[config.mk]
export PLATFORM = sky130hd
export DESIGN_NAME = axi_lite_mmio_master_flat
export DESIGN_NICKNAME = d
export VERILOG_FILES = /design/src/rtl/axi_lite_mmio_master_if.sv /design/src/rtl/axi_lite_mmio_master.sv /design/src/flat_wrapper.sv
export SDC_FILE = /design/constraint.sdc
export NUM_CORES = 1
export LEC_CHECK = 0
export ABC_AREA = 1
export BUFFER_PORTS_ARGS = -buffer_cell sky130_fd_sc_hd__buf_2
export CAP_MARGIN = 15
export CORE_MARGIN = 2
export CORE_UTILIZATION = 25
export DETAILED_ROUTE_END_ITERATION = 6
export PLACE_DENSITY = 0.57
export SLEW_MARGIN = 0
export SYNTH_ARGS = -nofsm -noshare
export SYNTH_HDL_FRONTEND = slang
export SYNTH_SLANG_ARGS = --single-unit
[constraint.sdc]
create_clock -name clk -period 3.3 [get_ports clk]
set_input_delay 0.165 -clock clk [delete_from_list [all_inputs] [get_ports clk]]
set_output_delay 0.165 -clock clk [all_outputs]
set_load 0.02 [all_outputs]
[src/rtl/axi_lite_mmio_master_if.sv]
// ============================================================================
// Module   : axi_lite_mmio_master_if
// Purpose  : Core-side MMIO request/response and AXI4-Lite channel bundle.
// Revision : 1.0
// ============================================================================
`default_nettype none

interface axi_lite_mmio_master_if #(
    parameter int AW = 28
) ();
    logic          req_valid;
    logic          req_ready;
    logic          req_write;
    logic [AW-1:0] req_addr;
    logic [31:0]   req_wdata;
    logic          resp_valid;
    logic          resp_ready;
    logic [31:0]   resp_rdata;
    logic          resp_err;

    logic [AW-1:0] m_axi_awaddr;
    logic          m_axi_awvalid;
    logic          m_axi_awready;
    logic [31:0]   m_axi_wdata;
    logic          m_axi_wvalid;
    logic          m_axi_wready;
    logic [1:0]    m_axi_bresp;
    logic          m_axi_bvalid;
    logic          m_axi_bready;
    logic [AW-1:0] m_axi_araddr;
    logic          m_axi_arvalid;
    logic          m_axi_arready;
    logic [31:0]   m_axi_rdata;
    logic [1:0]    m_axi_rresp;
    logic          m_axi_rvalid;
    logic          m_axi_rready;

    modport master (
        input  req_valid, req_write, req_addr, req_wdata, resp_ready,
        output req_ready, resp_valid, resp_rdata, resp_err,
        output m_axi_awaddr, m_axi_awvalid, m_axi_wdata, m_axi_wvalid, m_axi_bready,
        output m_axi_araddr, m_axi_arvalid, m_axi_rready,
        input  m_axi_awready, m_axi_wready, m_axi_bresp, m_axi_bvalid,
        input  m_axi_arready, m_axi_rdata, m_axi_rresp, m_axi_rvalid
    );

    modport slave (
        output req_valid, req_write, req_addr, req_wdata, resp_ready,
        input  req_ready, resp_valid, resp_rdata, resp_err,
        input  m_axi_awaddr, m_axi_awvalid, m_axi_wdata, m_axi_wvalid, m_axi_bready,
        input  m_axi_araddr, m_axi_arvalid, m_axi_rready,
        output m_axi_awready, m_axi_wready, m_axi_bresp, m_axi_bvalid,
        output m_axi_arready, m_axi_rdata, m_axi_rresp, m_axi_rvalid
    );
endinterface

`default_nettype wire

[src/rtl/axi_lite_mmio_master.sv]
// ============================================================================
// Module   : axi_lite_mmio_master
// Purpose  : Single-outstanding AXI4-Lite master for 32-bit MMIO with timeout.
// Revision : 1.0
// ============================================================================
`default_nettype none

module axi_lite_mmio_master #(
    parameter int AW      = 28,
    parameter int TIMEOUT = 1024
) (
    input  wire logic               clk,
    input  wire logic               rst,
    axi_lite_mmio_master_if.master  bus
);
    localparam int            CW        = (TIMEOUT < 1) ? 1 : $clog2(TIMEOUT + 1);
    localparam logic [CW-1:0] C_TIMEOUT = CW'(TIMEOUT);
    localparam bit            C_TO_EN   = (TIMEOUT != 0);

    typedef enum logic [2:0] {S_IDLE, S_AR, S_R, S_WR, S_B, S_RESP} state_t;

    state_t        r_state,      w_state;
    logic          r_req_ready,  w_req_ready;
    logic          r_resp_valid, w_resp_valid;
    logic          r_resp_err,   w_resp_err;
    logic [31:0]   r_resp_rdata, w_resp_rdata;
    logic [AW-1:0] r_addr,       w_addr;
    logic [31:0]   r_wdata,      w_wdata;
    logic          r_awvalid,    w_awvalid;
    logic          r_wvalid,     w_wvalid;
    logic          r_bready,     w_bready;
    logic          r_arvalid,    w_arvalid;
    logic          r_rready,     w_rready;
    logic [CW-1:0] r_cnt,        w_cnt;

    logic          w_cnt_inc_sat;
    logic [CW-1:0] w_cnt_inc;
    logic          w_expired;
    logic          w_timeout;
    logic          w_aw_done;
    logic          w_w_done;

    // Expiry is judged on the incremented count so a dead slave sees exactly TIMEOUT valid cycles
    assign w_cnt_inc_sat = (r_cnt == C_TIMEOUT);
    assign w_cnt_inc     = w_cnt_inc_sat ? r_cnt : r_cnt + 1'b1;
    assign w_expired     = C_TO_EN && (w_cnt_inc == C_TIMEOUT);
    assign w_aw_done     = !r_awvalid || bus.m_axi_awready;
    assign w_w_done      = !r_wvalid  || bus.m_axi_wready;

    always_comb begin
        w_state      = r_state;
        w_req_ready  = r_req_ready;
        w_resp_valid = r_resp_valid;
        w_resp_err   = r_resp_err;
        w_resp_rdata = r_resp_rdata;
        w_addr       = r_addr;
        w_wdata      = r_wdata;
        w_awvalid    = r_awvalid;
        w_wvalid     = r_wvalid;
        w_bready     = r_bready;
        w_arvalid    = r_arvalid;
        w_rready     = r_rready;
        w_cnt        = r_cnt;
        w_timeout    = 1'b0;

        case (r_state)
            S_IDLE: begin
                w_req_ready = 1'b1;
                if (bus.req_valid && r_req_ready) begin
                    w_req_ready = 1'b0;
                    w_addr      = bus.req_addr;
                    w_wdata     = bus.req_wdata;
                    w_cnt       = '0;
                    if (bus.req_write) begin
                        w_awvalid = 1'b1;
                        w_wvalid  = 1'b1;
                        w_state   = S_WR;
                    end else begin
                        w_arvalid = 1'b1;
                        w_state   = S_AR;
                    end
                end
            end
            S_AR: begin
                w_cnt = w_cnt_inc;
                if (bus.m_axi_arready) begin
                    w_arvalid = 1'b0;
                    w_rready  = 1'b1;
                    w_state   = S_R;
                end else begin
                    w_timeout = w_expired;
                end
            end
            S_R: begin
                w_cnt = w_cnt_inc;
                if (bus.m_axi_rvalid) begin
                    w_rready     = 1'b0;
                    w_resp_rdata = bus.m_axi_rdata;
                    w_resp_err   = |bus.m_axi_rresp;
                    w_resp_valid = 1'b1;
                    w_state      = S_RESP;
                end else begin
                    w_timeout = w_expired;
                end
            end
            S_WR: begin
                w_cnt = w_cnt_inc;
                if (r_awvalid && bus.m_axi_awready) w_awvalid = 1'b0;
                if (r_wvalid && bus.m_axi_wready)   w_wvalid  = 1'b0;
                if (w_aw_done && w_w_done) begin
                    w_bready = 1'b1;
                    w_state  = S_B;
                end else begin
                    w_timeout = w_expired;
                end
            end
            S_B: begin
                w_cnt = w_cnt_inc;
                if (bus.m_axi_bvalid) begin
                    w_bready     = 1'b0;
                    w_resp_err   = |bus.m_axi_bresp;
                    w_resp_rdata = '0;
                    w_resp_valid = 1'b1;
                    w_state      = S_RESP;
                end else begin
                    w_timeout = w_expired;
                end
            end
            S_RESP: begin
                if (bus.resp_ready) begin
                    w_resp_valid = 1'b0;
                    w_req_ready  = 1'b1;
                    w_state      = S_IDLE;
                end
            end
            default: begin
                w_req_ready = 1'b1;
                w_state     = S_IDLE;
            end
        endcase

        // Abandon the bus cycle; late R/B beats stay unconsumed since rready/bready drop
        if (w_timeout) begin
            w_arvalid    = 1'b0;
            w_rready     = 1'b0;
            w_awvalid    = 1'b0;
            w_wvalid     = 1'b0;
            w_bready     = 1'b0;
            w_resp_err   = 1'b1;
            w_resp_rdata = '0;
            w_resp_valid = 1'b1;
            w_state      = S_RESP;
        end
    end

    always_ff @(posedge clk or posedge rst) begin
        if (rst) begin
            r_state      <= S_IDLE;
            r_req_ready  <= 1'b1;
            r_resp_valid <= 1'b0;
            r_resp_err   <= 1'b0;
            r_resp_rdata <= '0;
            r_addr       <= '0;
            r_wdata      <= '0;
            r_awvalid    <= 1'b0;
            r_wvalid     <= 1'b0;
            r_bready     <= 1'b0;
            r_arvalid    <= 1'b0;
            r_rready     <= 1'b0;
            r_cnt        <= '0;
        end else begin
            r_state      <= w_state;
            r_req_ready  <= w_req_ready;
            r_resp_valid <= w_resp_valid;
            r_resp_err   <= w_resp_err;
            r_resp_rdata <= w_resp_rdata;
            r_addr       <= w_addr;
            r_wdata      <= w_wdata;
            r_awvalid    <= w_awvalid;
            r_wvalid     <= w_wvalid;
            r_bready     <= w_bready;
            r_arvalid    <= w_arvalid;
            r_rready     <= w_rready;
            r_cnt        <= w_cnt;
        end
    end

    assign bus.req_ready     = r_req_ready;
    assign bus.resp_valid    = r_resp_valid;
    assign bus.resp_err      = r_resp_err;
    assign bus.resp_rdata    = r_resp_rdata;
    assign bus.m_axi_awaddr  = r_addr;
    assign bus.m_axi_araddr  = r_addr;
    assign bus.m_axi_wdata   = r_wdata;
    assign bus.m_axi_awvalid = r_awvalid;
    assign bus.m_axi_wvalid  = r_wvalid;
    assign bus.m_axi_bready  = r_bready;
    assign bus.m_axi_arvalid = r_arvalid;
    assign bus.m_axi_rready  = r_rready;

endmodule

`default_nettype wire
[src/flat_wrapper.sv]
// flat-port wrapper written by rule: the top's interface ports become plain ports
module axi_lite_mmio_master_flat 
#(
    parameter int AW      = 28,
    parameter int TIMEOUT = 1024
)
  (clk, rst, bus_req_valid, bus_req_write, bus_req_addr, bus_req_wdata, bus_resp_ready, bus_req_ready, bus_resp_valid, bus_resp_rdata, bus_resp_err, bus_m_axi_awaddr, bus_m_axi_awvalid, bus_m_axi_wdata, bus_m_axi_wvalid, bus_m_axi_bready, bus_m_axi_araddr, bus_m_axi_arvalid, bus_m_axi_rready, bus_m_axi_awready, bus_m_axi_wready, bus_m_axi_bresp, bus_m_axi_bvalid, bus_m_axi_arready, bus_m_axi_rdata, bus_m_axi_rresp, bus_m_axi_rvalid);
  axi_lite_mmio_master_if #(.AW(AW)) bus_i ();
  input  wire logic clk;
  input  wire logic rst;
  input wire logic [$bits(bus_i.req_valid)-1:0] bus_req_valid;
  input wire logic [$bits(bus_i.req_write)-1:0] bus_req_write;
  input wire logic [$bits(bus_i.req_addr)-1:0] bus_req_addr;
  input wire logic [$bits(bus_i.req_wdata)-1:0] bus_req_wdata;
  input wire logic [$bits(bus_i.resp_ready)-1:0] bus_resp_ready;
  output wire logic [$bits(bus_i.req_ready)-1:0] bus_req_ready;
  output wire logic [$bits(bus_i.resp_valid)-1:0] bus_resp_valid;
  output wire logic [$bits(bus_i.resp_rdata)-1:0] bus_resp_rdata;
  output wire logic [$bits(bus_i.resp_err)-1:0] bus_resp_err;
  output wire logic [$bits(bus_i.m_axi_awaddr)-1:0] bus_m_axi_awaddr;
  output wire logic [$bits(bus_i.m_axi_awvalid)-1:0] bus_m_axi_awvalid;
  output wire logic [$bits(bus_i.m_axi_wdata)-1:0] bus_m_axi_wdata;
  output wire logic [$bits(bus_i.m_axi_wvalid)-1:0] bus_m_axi_wvalid;
  output wire logic [$bits(bus_i.m_axi_bready)-1:0] bus_m_axi_bready;
  output wire logic [$bits(bus_i.m_axi_araddr)-1:0] bus_m_axi_araddr;
  output wire logic [$bits(bus_i.m_axi_arvalid)-1:0] bus_m_axi_arvalid;
  output wire logic [$bits(bus_i.m_axi_rready)-1:0] bus_m_axi_rready;
  input wire logic [$bits(bus_i.m_axi_awready)-1:0] bus_m_axi_awready;
  input wire logic [$bits(bus_i.m_axi_wready)-1:0] bus_m_axi_wready;
  input wire logic [$bits(bus_i.m_axi_bresp)-1:0] bus_m_axi_bresp;
  input wire logic [$bits(bus_i.m_axi_bvalid)-1:0] bus_m_axi_bvalid;
  input wire logic [$bits(bus_i.m_axi_arready)-1:0] bus_m_axi_arready;
  input wire logic [$bits(bus_i.m_axi_rdata)-1:0] bus_m_axi_rdata;
  input wire logic [$bits(bus_i.m_axi_rresp)-1:0] bus_m_axi_rresp;
  input wire logic [$bits(bus_i.m_axi_rvalid)-1:0] bus_m_axi_rvalid;
  assign bus_i.req_valid = bus_req_valid;
  assign bus_i.req_write = bus_req_write;
  assign bus_i.req_addr = bus_req_addr;
  assign bus_i.req_wdata = bus_req_wdata;
  assign bus_i.resp_ready = bus_resp_ready;
  assign bus_req_ready = bus_i.req_ready;
  assign bus_resp_valid = bus_i.resp_valid;
  assign bus_resp_rdata = bus_i.resp_rdata;
  assign bus_resp_err = bus_i.resp_err;
  assign bus_m_axi_awaddr = bus_i.m_axi_awaddr;
  assign bus_m_axi_awvalid = bus_i.m_axi_awvalid;
  assign bus_m_axi_wdata = bus_i.m_axi_wdata;
  assign bus_m_axi_wvalid = bus_i.m_axi_wvalid;
  assign bus_m_axi_bready = bus_i.m_axi_bready;
  assign bus_m_axi_araddr = bus_i.m_axi_araddr;
  assign bus_m_axi_arvalid = bus_i.m_axi_arvalid;
  assign bus_m_axi_rready = bus_i.m_axi_rready;
  assign bus_i.m_axi_awready = bus_m_axi_awready;
  assign bus_i.m_axi_wready = bus_m_axi_wready;
  assign bus_i.m_axi_bresp = bus_m_axi_bresp;
  assign bus_i.m_axi_bvalid = bus_m_axi_bvalid;
  assign bus_i.m_axi_arready = bus_m_axi_arready;
  assign bus_i.m_axi_rdata = bus_m_axi_rdata;
  assign bus_i.m_axi_rresp = bus_m_axi_rresp;
  assign bus_i.m_axi_rvalid = bus_m_axi_rvalid;
  axi_lite_mmio_master #(.AW(AW), .TIMEOUT(TIMEOUT)) u_core (.clk(clk), .rst(rst), .bus(bus_i));
endmodule
# Yosys cells after proc, flatten, opt, wreduce, memory -nomap -nowiden
# Index checks and enable logic that the tools add are counted.
dict set report word_totals {
  reg_bits 114
  latch_bits 0
  mem_bits_rw 0
  romBits 0
  inputBits 106
  out_inout_bits 128
  wordCells 118
  n_memories 0
}
dict set report op_classes {
  addsub 1
  mul 0
  div 0
  magnitude_cmp 0
  eq_ne 19
  shift 0
  muxes 54
  n_bitwise 1
  n_reduce_logical 30
}
# cell count
set op_table {}
lappend op_table {{$mux W32} 3}
lappend op_table {{$pmux W32 S2} 1}
lappend op_table {{$mux W1} 29}
lappend op_table {{$eq A11 B11 Y1 const B} 2}
lappend op_table {{$mux W11} 2}
lappend op_table {{$pmux W11 S2} 1}
lappend op_table {{$mux W3} 7}
lappend op_table {{$ne A3 B2 Y1 const B} 6}
lappend op_table {{$pmux W3 S6} 1}
lappend op_table {{$reduce_and A4 Y1} 4}
lappend op_table {{$reduce_bool A3 Y1} 5}
lappend op_table {{$ne A3 B1 Y1 const B} 4}
lappend op_table {{$pmux W1 S2} 6}
lappend op_table {{$add A11 B1 Y11 const B} 1}
lappend op_table {{$reduce_and A3 Y1} 3}
lappend op_table {{$eq A3 B2 Y1 const B} 2}
lappend op_table {{$eq A3 B3 Y1 const B} 2}
lappend op_table {{$pmux W1 S3} 2}
lappend op_table {{$reduce_and A2 Y1} 3}
lappend op_table {{$reduce_and A6 Y1} 1}
lappend op_table {{$logic_and A1 B1 Y1} 4}
lappend op_table {{$pmux W1 S4} 1}
lappend op_table {{$reduce_bool A4 Y1} 1}
lappend op_table {{$reduce_or A2 Y1} 2}
lappend op_table {{other kinds (10)} 12}

# Depth between registers and ports, before layout
dict set report logic_depth {
  depth_word 7
  mapped_depth 13
}

# Worst setup path before layout
# No wires, ideal clock.
dict set report synth_timing {
  path_kind {reg-to-reg}
  from {reg u_core.r_cnt[0]}
  to {reg u_core.r_resp_rdata[10], in the netlist u_core.bus.resp_rdata[10]}
  arrival_ps 1611
  t_required_ps 3183
  path_slack_ps 1572
  stages_incl_launch_ff 13
  path_buffers 1
  synth_period_minus_slack_ps 1728
  cell_sequence {dfrtp_1 -> inv_1 -> ha_1 -> nand2_1 -> nor2_1 -> nand2_1 -> nand2_1 -> nand3_1 -> nor2_2 -> nand4_4 -> buf_6 -> nand3_2 -> nand2_1}
}
dict set report synth_via {
  elab_chain_cells 7
  elab_cells_between_ends 14
}
# item line
set synth_lines {}
lappend synth_lines {{start: declaration} axi_lite_mmio_master.sv:34} ;# logic [CW-1:0] r_cnt, w_cnt;
lappend synth_lines {{start signal: assignment} axi_lite_mmio_master.sv:184} ;# r_cnt <= w_cnt;
lappend synth_lines {{$add A11 B1 Y11 / $eq A11 B11 Y1 (equally long branches)} {axi_lite_mmio_master.sv:45, axi_lite_mmio_master.sv:44}}
lappend synth_lines {{$mux W11 *} axi_lite_mmio_master.sv:45} ;# assign w_cnt_inc = w_cnt_inc_sat ? r_cnt : r_cnt + 1'b1;
lappend synth_lines {{$eq A11 B11 Y1 *} axi_lite_mmio_master.sv:46} ;# assign w_expired = C_TO_EN && (w_cnt_inc == C_TIMEOUT);
lappend synth_lines {{$mux W1 (on tied branches)} n/a}
lappend synth_lines {{$pmux W1 S4 *} axi_lite_mmio_master.sv:66} ;# case (r_state)
lappend synth_lines {{$ne A3 B2 Y1 (no line) / $reduce_bool A3 Y1 (equally long branches)} n/a}
lappend synth_lines {{$reduce_and A3 Y1 (no line)} n/a}
lappend synth_lines {{end signal: assignment} axi_lite_mmio_master.sv:176} ;# r_resp_rdata <= w_resp_rdata;
lappend synth_lines {{end: declaration} axi_lite_mmio_master.sv:26} ;# logic [31:0] r_resp_rdata, w_resp_rdata;
# Every way passes the cells marked *; elsewhere a longest branch is shown, timed or not.
# A chain may end at the register's enable or synchronous reset.

# Final worst setup path
dict set report layout_timing {
  from {reg u_core.r_cnt[0]}
  to {reg u_core.r_resp_rdata[0], in the netlist u_core.bus.resp_rdata[0]}
}
# The elaborated chain is that of the path after synthesis.

==> metrics.csv <==
stage,metric,value,unit
routing,drtIter0Drc,221,
global_route,grt_pass1_vias,4860,
power,total_power,8.13,mW
clock_tree,cts_buffers,17,
finish,layout-drive-gt1-share,0.312,
power,ir_drop,0.000428,V
finish,multi_input_area,0.00193,mm2
timing,fmax,0.416,GHz
finish,final_nets,1047,
critical_path,r2r_start,u_core.r_cnt[0]$_DFFE_PP0P_,
power,sequentialPowerShare,0.305,
power,leakage,4.46,nW
finish,fill_cells,2094,
power,combPwrFrac,0.453,
synth,ys_warn_count,0,
placed_design,portBuffers,233,
clock_tree,cts_tree,built,
clock_tree,cts_hold_buf,92,
timing,drv_slew,0,
global_route,grt_start_max_net_pins,61,
critical_path,required,3.59,ns
die,design.die.area,0.0223,mm2
die,die_w,149,um
synth,synth-seq-area-share,0.540,
placed_design,place_congestion,0.785,
finish,syn2layout_area_growth,52.3,%
placed_design,hpwl,10600,um
worst_hold_path,min_from,bus_req_wdata[26],
timing,tns,0,ns
routing,first_pass_iters,4,
timing,post-route-min-period,2.40,ns
flow_run,max_cap_violations,0,
die,io_pins,234,
critical_path,slowest_stage,dfrtp_1,
critical_path,r2r_slack,0.90,ns
worst_hold_path,hold_path_depth,3,
routing,drt_drc_violations_left,0,
synth,synth-seq-cells,114,
critical_path,end_kind,flip-flop,
outcome,status,"complete, no violations",
clock_tree,cts.clk_slew.worst_paths,0.05,ns
timing,rsz0062_at_grt,no,
critical_path,critPathArrivalTime,2.70,ns
routing,num_vias,5056,
clock_tree,cts_root_buf,clkbuf_16,
synth,synthDistinctLibCells,31,
power,p_int,4.57,mW
critical_path,cpPeakStageDelay,0.42,ns
synth,synth_area_per_cell,8.23,um2
critical_path,cp-start-kind,flip-flop,
power,switching_share,0.438,
critical_path,r2r_end,u_core.bus.resp_rdata[0]$_DFFE_PP0P_,
power,cellPowerDensity,1010,mW/mm2
critical_path,crit_family,simple AND/OR/NAND/NOR gates,
worst_hold_path,min_to,u_core.bus.m_axi_wdata[26]$_DFFE_PP0P_,
timing,fin_worst_skew,0.0127,ns
power,pwr-share-clk,0.241,
die,core_area,0.0209,mm2
die,die_height,149,um
critical_path,crit_fanout,30,
power,p_sw,3.56,mW
global_route,gr-total-overflow,0,
synth,synth_cells,642,
die,rows,53,
routing,wl,15600,um
synth,syn-num-nets,750,
routing,ant_nets,0,
critical_path,reg2reg_depth,12,
global_route,globalRouteTotalUtil,0.141,
global_route,grt_pass1_wl,24500,um
timing,slew_headroom,0.299,
clock_tree,clockBufferDepth,2,
timing,hold_viol,0,
finish,regArea,0.00285,mm2
timing,tightest_slew,1.05,ns
clock_tree,cts-resized-gates,0,
critical_path,path_common_cell,nand2_1,
timing,setup_viol,0,
global_route,antenna_found_initial,1,
clock_tree,ctsHtreeMaxLevel,4,
worst_hold_path,hp-class,in2reg,
synth,synth_area,0.00528,mm2
clock_tree,clk_latency,0.41,ns
routing,via_per_inst,4.12,
critical_path,worstPathCellList,inv_1 -> ha_1 -> nand2_1 -> nor2_1 -> nand2_1 -> nand2_1 -> nand3_1 -> nor2_2 -> nand4_4 -> buf_4 -> nand3_1 -> nand2_1,
routing,avgRoutedWirePerCell,12.7,um
clock_tree,post-cts-setup-buffers,0,
timing,finalCritPeriodShare,0.729,
critical_path,critical_path_class,reg2reg,
clock_tree,clock_sinks,114,
critical_path,crit_buf_inv,2,
die,start_util,0.253,
==> power groups by stage <==
stage | clock [mW] | combinational [mW] | sequential (mW)
after floorplan | 0 | 2.01 | 3.12
after global placement | 0 | 3.62 | 2.48
after detailed placement | 0 | 3.65 | 2.49
after CTS | 2.03 | 3.73 | 2.48
after global routing | 2.09 | 4.12 | 2.58
final | 1.96 | 3.69 | 2.48
==> sequential cells by signal, summed over array words and instances, names as in the netlist <==
register / flops
u_core.r_cnt: 11
u_core.bus.resp_valid: 1
u_core.bus.m_axi_bready: 1
u_core.bus.m_axi_rready: 1
u_core.bus.m_axi_awvalid: 1
u_core.bus.m_axi_wvalid: 1
u_core.r_state: 3
u_core.bus.m_axi_arvalid: 1
u_core.bus.req_ready: 1
u_core.bus.m_axi_araddr: 28
u_core.bus.resp_rdata: 32
u_core.bus.m_axi_wdata: 32
u_core.bus.resp_err: 1
==> worst min-delay path: cells and delay by family <==
kind	cells	cell delay, ns
simple gates	2	0.13
buf+inv	1	0.09
==> synth_stat cells, drive strengths merged <==
| cell | count | share of area |
|---|---|---|
| o211ai | 2 | 0.0038 |
| o22ai | 5 | 0.0059 |
| dfrtp | 113 | 0.54 |
| ha | 2 | 0.0047 |
| mux2i | 2 | 0.0038 |
| a21oi | 2 | 0.0026 |
| dfstp | 1 | 0.0050 |
| o21ai | 15 | 0.014 |
| nand4 | 2 | 0.0052 |
| nor2 | 31 | 0.025 |
| inv | 38 | 0.027 |
| nor3 | 4 | 0.0059 |
| clkbuf | 9 | 0.0064 |
| clkinv | 1 | 0.00071 |
| nand2 | 318 | 0.23 |
| buf | 43 | 0.062 |
| nand3 | 48 | 0.058 |
| a22oi | 1 | 0.0014 |
| o31ai | 2 | 0.0028 |
| xor2 | 2 | 0.0033 |
| nand3b | 1 | 0.0014 |
==> layout make-up <==
type,instances,area share
sequential,114,0.355
timing repair buffer,330,0.266
multi-input combinational,437,0.240
clock buffer,23,0.0594
tap,275,0.0428
clock inverter,9,0.0188
inverter,39,0.0185
antenna,1,0.000311
==> cells in the final DEF (no fill, tap or decap), types with 2 or more instances in the layout <==
master,netlist,routed
dfrtp_1,113,113
buf_4,29,4
clkbuf_16,0,17
clkinv_2,0,3
nor2_1,25,25
nor2_2,6,5
nand3_1,35,35
o22ai_1,5,5
nor3_1,3,3
dlygate4sd3_1,0,92
o21ai_0,15,15
ha_1,2,2
inv_2,4,4
inv_1,34,33
clkbuf_1,9,3
nand3_2,13,13
mux2i_1,2,2
clkbuf_8,0,3
buf_2,8,233
bufinv_16,0,4
nand2_1,317,317
o31ai_1,2,2
xor2_1,2,2
==> how the worst max path moves through the flow <==
stage	end	slack (ns)	cells after the start	from
final	u_core.bus.resp_rdata[0]$_DFFE_PP0P_	0.90	12	u_core.r_cnt[0]$_DFFE_PP0P_
after global routing	u_core.bus.resp_rdata[0]$_DFFE_PP0P_	0.67	12	u_core.r_cnt[0]$_DFFE_PP0P_
after CTS	u_core.bus.resp_rdata[1]$_DFFE_PP0P_	0.88	12	u_core.r_cnt[0]$_DFFE_PP0P_
after detailed placement	u_core.bus.resp_rdata[0]$_DFFE_PP0P_	0.87	12	u_core.r_cnt[0]$_DFFE_PP0P_
after global placement	u_core.bus.resp_rdata[1]$_DFFE_PP0P_	0.94	12	u_core.r_cnt[0]$_DFFE_PP0P_
after floorplan	u_core.bus.m_axi_araddr[0]$_DFFE_PP0P_	0.12	1	rst
==> stage by stage <==
| step | hold WS, ns | setup slack [ns] | cells | util | instance area (um2) |
|---|---|---|---|---|---|
| finish | 0.0137 | 0.896 | 1228 | 0.385 | 8050 |
| global route | 0.00990 | 0.672 | 1228 | 0.385 | 8050 |
| CTS | 0.00544 | 0.880 | 1227 | 0.385 | 8040 |
| detailed placement | 0.362 | 0.867 | 1103 | 0.311 | 6490 |
| global placement | 0.365 | 0.941 | 1103 | 0.311 | 6490 |
| floorplan | 0.282 | 0.121 | 642 | - | 5280 |
==> per-layer routing <==
layer,up-vias,routed length (um),track usage
met2,229,7240,0.235
met1,2255,6730,0.165
met4,0,233,0.0476
met3,12,1410,0.0550
met5,-,0,0
li1,2560,-,-
==> cell families after synthesis <==
logic type,Yosys count,synth area share
DFF,114,0.540
AOI/OAI and AO/OA,27,0.0308
muxes,2,0.00379
adders and majority gates,2,0.00474
buffers and inverters,91,0.0957
and+or+nand+nor,404,0.322
xor gates and xnor gates,2,0.00332
(Power assumes the default switching activity.)
